$ cat src/rtl/z80_bus_master_if.sv
// Z80 bus master interface bundle.
// Groups the internal request/response handshake, the T-state enable and
// the external Z80 bus (address, data, strobes, WAIT) into one port.
//   master modport: the bus master block (drives strobes, A, dout, status).
//   slave modport : the requester / bus model side (drives req_*, tce,
//                   wait_n, di, i_reg).
interface z80_bus_master_if;
    // request side
    logic        tce;
    logic        req;
    logic [1:0]  req_kind;
    logic        req_we;
    logic [15:0] req_addr;
    logic [7:0]  req_wdata;
    logic [7:0]  i_reg;
    logic        busy;
    logic        done;
    logic        timeout;
    logic [7:0]  rdata;
    // external bus side
    logic [15:0] A;
    logic [7:0]  dout;
    logic        dout_oe;
    logic        wait_n;
    logic [7:0]  di;
    logic        m1_n;
    logic        mreq_n;
    logic        iorq_n;
    logic        rd_n;
    logic        wr_n;
    logic        rfsh_n;

    modport master (
        input  tce, req, req_kind, req_we, req_addr, req_wdata, i_reg, wait_n, di,
        output busy, done, timeout, rdata, A, dout, dout_oe,
               m1_n, mreq_n, iorq_n, rd_n, wr_n, rfsh_n
    );

    modport slave (
        output tce, req, req_kind, req_we, req_addr, req_wdata, i_reg, wait_n, di,
        input  busy, done, timeout, rdata, A, dout, dout_oe,
               m1_n, mreq_n, iorq_n, rd_n, wr_n, rfsh_n
    );
endinterface

$ cat src/rtl/z80_bus_master.sv
// Z80-style external bus initiator.
// Turns single-word requests into Z80-timed machine cycles: opcode fetch
// (M1 + refresh), memory read/write and I/O read/write, honouring WAIT.
// Ports:
//   clk      system clock
//   reset_n  synchronous active-low reset
//   bus      z80_bus_master_if.master: tce, req/req_kind/req_we/req_addr/
//            req_wdata, i_reg, busy/done/timeout/rdata, A, dout, dout_oe,
//            wait_n, di, m1_n/mreq_n/iorq_n/rd_n/wr_n/rfsh_n
// Parameters:
//   WAIT_MAX      wait states tolerated before the cycle is aborted
//   IO_AUTO_WAIT  forced wait states in I/O cycles (0 or 1)
module z80_bus_master #(
    parameter int WAIT_MAX     = 255,
    parameter int IO_AUTO_WAIT = 1
) (
    input  logic              clk,
    input  logic              reset_n,
    z80_bus_master_if.master  bus
);
    typedef enum logic [2:0] {S_IDLE, S_T1, S_T2, S_TW, S_T3, S_T4} state_t;

    state_t      state, state_nx;
    logic [1:0]  kind_r;
    logic        we_r;
    logic [15:0] addr_r;
    logic [7:0]  wdata_r;
    logic [7:0]  tw_cnt;
    logic [7:0]  rdata_r;
    logic [6:0]  r_cnt;
    logic        done_r, timeout_r;
    logic        accept, finish, abort, tw_inc, latch_rd;
    logic        is_fetch, is_io, data_ph;

    assign is_fetch = (kind_r == 2'b10);
    assign is_io    = (kind_r == 2'b01);   // 00 and reserved 11 are memory
    assign data_ph  = (state == S_T2) || (state == S_TW);

    // Next-state logic. Only IDLE accept runs without tce.
    always_comb begin
        state_nx = state;
        accept   = 1'b0;
        finish   = 1'b0;
        abort    = 1'b0;
        tw_inc   = 1'b0;
        latch_rd = 1'b0;
        case (state)
            S_IDLE: if (bus.req) begin
                accept   = 1'b1;
                state_nx = S_T1;
            end
            S_T1: if (bus.tce) state_nx = S_T2;
            S_T2, S_TW: if (bus.tce) begin
                // I/O: the forced TW is entered unconditionally; its end is
                // the first WAIT sample, so no separate flag is needed.
                if (state == S_T2 && is_io && IO_AUTO_WAIT != 0) begin
                    state_nx = S_TW;
                end else if (!bus.wait_n) begin
                    if (tw_cnt == 8'(WAIT_MAX)) begin
                        abort    = 1'b1;
                        state_nx = S_IDLE;
                    end else begin
                        tw_inc   = 1'b1;
                        state_nx = S_TW;
                    end
                end else begin
                    state_nx = S_T3;
                    latch_rd = is_fetch;   // fetch data is taken before refresh
                end
            end
            S_T3: if (bus.tce) begin
                if (is_fetch) begin
                    state_nx = S_T4;
                end else begin
                    finish   = 1'b1;
                    latch_rd = !we_r;
                    state_nx = S_IDLE;
                end
            end
            S_T4: if (bus.tce) begin
                finish   = 1'b1;
                state_nx = S_IDLE;
            end
            default: state_nx = S_IDLE;
        endcase
    end

    // Bus outputs decoded from the current T-state and the latched request.
    always_comb begin
        bus.m1_n    = 1'b1;
        bus.mreq_n  = 1'b1;
        bus.iorq_n  = 1'b1;
        bus.rd_n    = 1'b1;
        bus.wr_n    = 1'b1;
        bus.rfsh_n  = 1'b1;
        bus.dout_oe = 1'b0;
        bus.A       = addr_r;
        if (state != S_IDLE) begin
            if (is_fetch) begin
                if (state == S_T1 || data_ph) begin
                    bus.m1_n   = 1'b0;
                    bus.mreq_n = 1'b0;
                    bus.rd_n   = 1'b0;
                end else begin
                    bus.rfsh_n = 1'b0;
                    bus.mreq_n = (state != S_T3);
                    bus.A      = {bus.i_reg, 1'b0, r_cnt};
                end
            end else if (is_io) begin
                if (state != S_T1) begin
                    bus.iorq_n = 1'b0;
                    bus.rd_n   = we_r;
                    bus.wr_n   = !we_r;
                end
                bus.dout_oe = we_r;
            end else begin
                bus.mreq_n  = 1'b0;
                bus.rd_n    = we_r;
                bus.wr_n    = !(we_r && state != S_T1);
                bus.dout_oe = we_r;
            end
        end
    end

    assign bus.busy    = (state != S_IDLE);
    assign bus.done    = done_r;
    assign bus.timeout = timeout_r;
    assign bus.rdata   = rdata_r;
    assign bus.dout    = wdata_r;

    always_ff @(posedge clk) begin
        if (!reset_n) begin
            state     <= S_IDLE;
            kind_r    <= 2'b00;
            we_r      <= 1'b0;
            addr_r    <= '0;
            wdata_r   <= '0;
            tw_cnt    <= '0;
            rdata_r   <= '0;
            r_cnt     <= '0;
            done_r    <= 1'b0;
            timeout_r <= 1'b0;
        end else begin
            state  <= state_nx;
            done_r <= finish | abort;
            if (accept) begin
                kind_r  <= bus.req_kind;
                we_r    <= bus.req_we && (bus.req_kind != 2'b10);
                addr_r  <= bus.req_addr;
                wdata_r <= bus.req_wdata;
                tw_cnt  <= '0;
            end
            if (tw_inc)           tw_cnt    <= tw_cnt + 8'd1;
            if (latch_rd)         rdata_r   <= bus.di;
            if (finish | abort)   timeout_r <= abort;
            // an aborted fetch never reaches T4, so R only moves on success
            if (finish && is_fetch) r_cnt   <= r_cnt + 7'd1;
        end
    end
endmodule

$ cat src/flat_wrapper.sv
// flat-port wrapper written by rule: the top's interface ports become plain ports
module z80_bus_master_flat 
#(
    parameter int WAIT_MAX     = 255,
    parameter int IO_AUTO_WAIT = 1
)
  (clk, reset_n, bus_tce, bus_req, bus_req_kind, bus_req_we, bus_req_addr, bus_req_wdata, bus_i_reg, bus_wait_n, bus_di, bus_busy, bus_done, bus_timeout, bus_rdata, bus_A, bus_dout, bus_dout_oe, bus_m1_n, bus_mreq_n, bus_iorq_n, bus_rd_n, bus_wr_n, bus_rfsh_n);
  z80_bus_master_if bus_i ();
  input  logic clk;
  input  logic reset_n;
  input wire logic [$bits(bus_i.tce)-1:0] bus_tce;
  input wire logic [$bits(bus_i.req)-1:0] bus_req;
  input wire logic [$bits(bus_i.req_kind)-1:0] bus_req_kind;
  input wire logic [$bits(bus_i.req_we)-1:0] bus_req_we;
  input wire logic [$bits(bus_i.req_addr)-1:0] bus_req_addr;
  input wire logic [$bits(bus_i.req_wdata)-1:0] bus_req_wdata;
  input wire logic [$bits(bus_i.i_reg)-1:0] bus_i_reg;
  input wire logic [$bits(bus_i.wait_n)-1:0] bus_wait_n;
  input wire logic [$bits(bus_i.di)-1:0] bus_di;
  output wire logic [$bits(bus_i.busy)-1:0] bus_busy;
  output wire logic [$bits(bus_i.done)-1:0] bus_done;
  output wire logic [$bits(bus_i.timeout)-1:0] bus_timeout;
  output wire logic [$bits(bus_i.rdata)-1:0] bus_rdata;
  output wire logic [$bits(bus_i.A)-1:0] bus_A;
  output wire logic [$bits(bus_i.dout)-1:0] bus_dout;
  output wire logic [$bits(bus_i.dout_oe)-1:0] bus_dout_oe;
  output wire logic [$bits(bus_i.m1_n)-1:0] bus_m1_n;
  output wire logic [$bits(bus_i.mreq_n)-1:0] bus_mreq_n;
  output wire logic [$bits(bus_i.iorq_n)-1:0] bus_iorq_n;
  output wire logic [$bits(bus_i.rd_n)-1:0] bus_rd_n;
  output wire logic [$bits(bus_i.wr_n)-1:0] bus_wr_n;
  output wire logic [$bits(bus_i.rfsh_n)-1:0] bus_rfsh_n;
  assign bus_i.tce = bus_tce;
  assign bus_i.req = bus_req;
  assign bus_i.req_kind = bus_req_kind;
  assign bus_i.req_we = bus_req_we;
  assign bus_i.req_addr = bus_req_addr;
  assign bus_i.req_wdata = bus_req_wdata;
  assign bus_i.i_reg = bus_i_reg;
  assign bus_i.wait_n = bus_wait_n;
  assign bus_i.di = bus_di;
  assign bus_busy = bus_i.busy;
  assign bus_done = bus_i.done;
  assign bus_timeout = bus_i.timeout;
  assign bus_rdata = bus_i.rdata;
  assign bus_A = bus_i.A;
  assign bus_dout = bus_i.dout;
  assign bus_dout_oe = bus_i.dout_oe;
  assign bus_m1_n = bus_i.m1_n;
  assign bus_mreq_n = bus_i.mreq_n;
  assign bus_iorq_n = bus_i.iorq_n;
  assign bus_rd_n = bus_i.rd_n;
  assign bus_wr_n = bus_i.wr_n;
  assign bus_rfsh_n = bus_i.rfsh_n;
  z80_bus_master #(.WAIT_MAX(WAIT_MAX), .IO_AUTO_WAIT(IO_AUTO_WAIT)) u_core (.clk(clk), .reset_n(reset_n), .bus(bus_i));
endmodule
$ cat config.mk
export PLATFORM = sky130hd
export DESIGN_NAME = z80_bus_master_flat
export DESIGN_NICKNAME = d
export VERILOG_FILES = /design/src/rtl/z80_bus_master_if.sv /design/src/rtl/z80_bus_master.sv /design/src/flat_wrapper.sv
export SDC_FILE = /design/constraint.sdc
export NUM_CORES = 1
export LEC_CHECK = 0
export ABC_AREA = 1
export CORE_MARGIN = 8
export CORE_UTILIZATION = 40
export CTS_CLUSTER_SIZE = 16
export DETAILED_ROUTE_END_ITERATION = 12
export PLACE_DENSITY = 0.8
export SLEW_MARGIN = 20
export SYNTH_ARGS = -nofsm -noshare
export SYNTH_HDL_FRONTEND = slang
export SYNTH_SLANG_ARGS = --single-unit
$ cat constraint.sdc
create_clock -name clk -period 2.75 [get_ports clk]
set_input_delay 0.55 -clock clk [delete_from_list [all_inputs] [get_ports clk]]
set_output_delay 0.55 -clock clk [all_outputs]
set_load 0.01 [all_outputs]
==> flow_results.xml <==
<?xml version="1.0" encoding="UTF-8"?>
<metrics>
  <group name="cts">
    <metric name="numCtsBuffers" unit="">5</metric>
    <metric name="cts_tree" unit="">built</metric>
    <metric name="max-clock-path-buffers" unit="">2</metric>
    <metric name="clk_latency" unit="ps">310</metric>
    <metric name="ctsHtreeMaxLevel" unit="">2</metric>
    <metric name="worst_setup_hold_path_clk_slew" unit="ps">100</metric>
    <metric name="clock_tree.root_cell" unit="">sky130_fd_sc_hd__clkbuf_8</metric>
    <metric name="clkSinkCount" unit="">55</metric>
  </group>
  <group name="cells_and_area">
    <metric name="diodes" unit="">0</metric>
    <metric name="total_non_filler_cell_area_in_the_finished_layout" unit="sq um">3830</metric>
    <metric name="layout-drive-gt1-share" unit="">0.0945</metric>
    <metric name="finish.net_count" unit="">525</metric>
    <metric name="layout.core_utilization" unit="">0.574</metric>
    <metric name="layout-area-overhead-vs-synth" unit="%">41.6</metric>
  </group>
  <group name="sta">
    <metric name="finalSetupViolations" unit="">0</metric>
    <metric name="fin_worst_hold_slack" unit="ps">456</metric>
    <metric name="final.setup_skew" unit="ps">4.96</metric>
    <metric name="fmax" unit="GHz">0.377</metric>
    <metric name="timing.final.hold_violations" unit="">0</metric>
    <metric name="worst_slew_pin_slew" unit="ps">990</metric>
    <metric name="final-max-slew-violation-count" unit="">0</metric>
    <metric name="post-route-period-util" unit="">0.963</metric>
    <metric name="unrepaired_setup_endpoints_after_global_routing" unit="">true</metric>
    <metric name="slew_headroom" unit="">0.340</metric>
    <metric name="post-route-worst-setup-slack" unit="ps">101</metric>
    <metric name="clock_period_minus_final_worst_setup_slack" unit="ps">2650</metric>
  </group>
  <group name="route">
    <metric name="vias_per_cell" unit="">5.03</metric>
    <metric name="drt_pass1_iterations" unit="">4</metric>
    <metric name="drt_drc_violations_left" unit="">0</metric>
    <metric name="post_drt_wl_per_cell" unit="um">13.7</metric>
    <metric name="drtIter0Drc" unit="">165</metric>
    <metric name="routed_wirelength" unit="um">7600</metric>
    <metric name="detailroute.via_count" unit="">2795</metric>
    <metric name="route.antenna.remaining_nets" unit="">0</metric>
  </group>
  <group name="worst_setup_path">
    <metric name="reg2reg_to" unit="">u_core.we_r$_SDFFE_PN0P_</metric>
    <metric name="worstPathCellList" unit="">inv_2, nand2_1, inv_2, nor2_4, nor2_4, nand2_8, o21ai_1, clkdlybuf4s50_1</metric>
    <metric name="worst-endpoint-required" unit="ps">2200</metric>
    <metric name="start_kind" unit="">register</metric>
    <metric name="critPathTopFamily" unit="">buffers and inverters</metric>
    <metric name="ff2ff_path_depth" unit="">9</metric>
    <metric name="rr_startpoint" unit="">u_core.state[1]$_SDFFE_PN0P_</metric>
    <metric name="crit_slowest_cell" unit="">sky130_fd_sc_hd__clkdlybuf4s50_1</metric>
    <metric name="cp_num_buf_inv" unit="">3</metric>
    <metric name="critPathKind" unit="">register to primary output</metric>
    <metric name="critPathArrivalTime" unit="ps">2100</metric>
    <metric name="slowest_delay" unit="ps">560</metric>
    <metric name="setup.reg_to_reg.worst_slack" unit="ps">1110</metric>
    <metric name="setup.worst_path.start" unit="">u_core.state[0]$_SDFFE_PN0P_</metric>
    <metric name="timing.critical_path.to_type" unit="">primary output</metric>
    <metric name="timing.critical_path.fanout_max" unit="">16</metric>
  </group>
  <group name="floorplanning">
    <metric name="initial_utilization" unit="">0.405</metric>
    <metric name="dieArea" unit="sq um">9660</metric>
    <metric name="design.core.area" unit="sq um">6680</metric>
    <metric name="rows" unit="">30</metric>
    <metric name="io_pins" unit="">90</metric>
    <metric name="dieWidth" unit="um">98.3</metric>
    <metric name="fp.dieH" unit="um">98.3</metric>
  </group>
  <group name="global_route">
    <metric name="grt_antenna_before_repair" unit="">0</metric>
    <metric name="track_usage" unit="">0.154</metric>
    <metric name="global_route_total_overflow" unit="">0</metric>
    <metric name="grt_pass1_wl" unit="um">12300</metric>
    <metric name="grt_max_degree" unit="">32</metric>
    <metric name="number_of_global_route_vias_before_repair" unit="">2704</metric>
  </group>
  <group name="logic_synthesis">
    <metric name="syn_area" unit="sq um">2710</metric>
    <metric name="yosysWarningCount" unit="">0</metric>
    <metric name="synth_edf_count" unit="">0</metric>
    <metric name="synth_seq_cells" unit="">55</metric>
    <metric name="synth.yosys.seq_area_share" unit="">0.407</metric>
    <metric name="synth_area_leader_cell" unit="">sky130_fd_sc_hd__dfxtp_1</metric>
    <metric name="dominantRegCellSynth" unit="">sky130_fd_sc_hd__dfxtp_1</metric>
    <metric name="synth.area.top_cells" unit="">sky130_fd_sc_hd__dfxtp_1 (41%), sky130_fd_sc_hd__nand2_1 (10%), sky130_fd_sc_hd__a21oi_1 (9.8%), sky130_fd_sc_hd__nand3_1 (6.5%), sky130_fd_sc_hd__nor2_1 (5.7%)</metric>
    <metric name="synthesized_nets" unit="">436</metric>
    <metric name="synth-async-reset-ratio" unit="">0</metric>
    <metric name="yosys.area.top_type_share" unit="">0.407</metric>
    <metric name="synthesis.instances" unit="">386</metric>
    <metric name="synthesis.area_per_instance" unit="sq um">7.01</metric>
    <metric name="synth_cell_types" unit="">31</metric>
  </group>
  <group name="placed_design">
    <metric name="quantity_of_i_o_buffers_inserted_on_ports" unit="">89</metric>
    <metric name="postPlaceCellArea" unit="sq um">3630</metric>
    <metric name="detailedPlace.worstSlack" unit="ps">103</metric>
    <metric name="dpl.hpwl" unit="um">5460</metric>
    <metric name="gp_congestion" unit="">0.902</metric>
  </group>
  <group name="pwr">
    <metric name="leak_pwr" unit="nW">1.63</metric>
    <metric name="ir_drop" unit="V">0.000391</metric>
    <metric name="power_per_cell_area" unit="nW/um^2">733</metric>
    <metric name="finalPower" unit="mW">2.81</metric>
  </group>
  <group name="worst_hold_path">
    <metric name="min-delay-start" unit="">u_core.addr_r[14]$_SDFFE_PN0P_</metric>
    <metric name="hp-class" unit="">register to register</metric>
    <metric name="hold-path-endpoint" unit="">u_core.addr_r[14]$_SDFFE_PN0P_</metric>
    <metric name="hold_depth" unit="">2</metric>
  </group>
  <group name="flow_run">
    <metric name="max-cap-violations" unit="">0</metric>
  </group>
  <group name="outcome">
    <metric name="run_status" unit="">finished, final reports clean</metric>
  </group>
</metrics>
[how the worst max path moves through the flow]
stage / slack [ps] / end / cells after the start
floorplan: 900 / bus_A[10] / 9
global placement: 190 / bus_A[11] / 8
detailed placement: 100 / bus_A[0] / 8
CTS: 10 / bus_A[12] / 7
global route: -40 / bus_A[2] / 9
finish: 100 / bus_A[0] / 8
[power breakdown]
group | total, mW | leakage [nW] | internal (mW) | switching (mW)
logic | 1.27 | 1.12 | 0.544 | 0.726
clock network | 0.555 | 0.0612 | 0.295 | 0.260
registers | 0.984 | 0.449 | 0.911 | 0.0732
total | 2.81 | 1.63 | 1.75 | 1.06
[through the flow]
stage	cells	setup TNS (ps)
final	556	0
after CTS	553	0
after global placement	543	0
after detailed placement	543	0
after global routing	556	-59.1
after floorplan	386	0
[sequential cells by signal (all words and copies together) (netlist names)]
signal and cells:
u_core.r_cnt 7, u_core.addr_r 16, u_core.bus.rdata 8, u_core.state 3
u_core.kind_r 2, u_core.bus.timeout 1, u_core.we_r 1, u_core.bus.done 1
u_core.tw_cnt 8, u_core.bus.dout 8
[layout by cell type (no fill, tap or decap), types with 7 or more instances in the layout]
cell	netlist	routed
sky130_fd_sc_hd__dfxtp_1	55	53
sky130_fd_sc_hd__clkdlybuf4s50_1	0	78
sky130_fd_sc_hd__inv_1	36	36
sky130_fd_sc_hd__nor2_1	41	41
sky130_fd_sc_hd__buf_4	1	8
sky130_fd_sc_hd__nand3_1	35	35
sky130_fd_sc_hd__nor2_4	6	7
sky130_fd_sc_hd__nand2_1	74	74
sky130_fd_sc_hd__a21oi_1	53	53
sky130_fd_sc_hd__dlymetal6s2s_1	0	11
sky130_fd_sc_hd__o21ai_0	29	29
sky130_fd_sc_hd__nor3_1	7	7
[tightest hold or removal path: cells and delay by family, from the launching register on]
family,cells,cell delay (ps)
compound gates,1,50
buf+inv,1,60
flops,1,310
[cells by family (layout without fill, tap and decap cells)]
family	count (synthesis)	after routing	share of synthesized area
XOR/XNOR	3	3	0.00971
buffers and inverters	61	149	0.103
flip-flops	55	55	0.407
AO/OA/AOI/OAI	91	91	0.171
adder cells (fa/ha/maj)	2	2	0.00924
AND/OR/NAND/NOR	174	176	0.300
[layer usage]
layer	vias up	wire length, um	track usage	share of wire
met5	-	0	0	0
met4	0	86	0.0519	0.011
met3	9	634	0.0597	0.083
met2	96	3380	0.247	0.45
met1	1255	3500	0.183	0.46
li1	1435	-	-	-
[synth_stat cells, types with 2 or more instances]
cell and count:
sky130_fd_sc_hd__nand2_1 74, sky130_fd_sc_hd__dfxtp_1 55, sky130_fd_sc_hd__a21oi_1 53, sky130_fd_sc_hd__nor2_1 41, sky130_fd_sc_hd__inv_1 36, sky130_fd_sc_hd__nand3_1 35
sky130_fd_sc_hd__o21ai_0 29, sky130_fd_sc_hd__nor3_1 7, sky130_fd_sc_hd__buf_2 6, sky130_fd_sc_hd__nor2_4 6, sky130_fd_sc_hd__o21ai_1 6, sky130_fd_sc_hd__inv_2 5
sky130_fd_sc_hd__buf_6 4, sky130_fd_sc_hd__clkbuf_1 4, sky130_fd_sc_hd__nand2_2 3, sky130_fd_sc_hd__buf_1 2, sky130_fd_sc_hd__clkinv_2 2, sky130_fd_sc_hd__ha_1 2
sky130_fd_sc_hd__nand2_4 2, sky130_fd_sc_hd__nor2_2 2, sky130_fd_sc_hd__xor2_1 2
[cell type report]
class	instances	area, sq um
Fill cell	624	2850
Multi-Input combinational cell	272	1360
Sequential cell	55	1110
Timing Repair Buffer	97	978
Inverter	44	173
Tap cell	80	100
Clock buffer	6	82.6
Clock inverter	2	35.0
[repair_timing]
action,in CTS,in global routing
endpoints found under the setup margin,17,16
pin swaps,2,3
hold buffers,0,0
gates resized for setup,3,13
buffers inserted,1,2
cloned,1,1
Note: power is estimated with default switching activity, not from simulation.
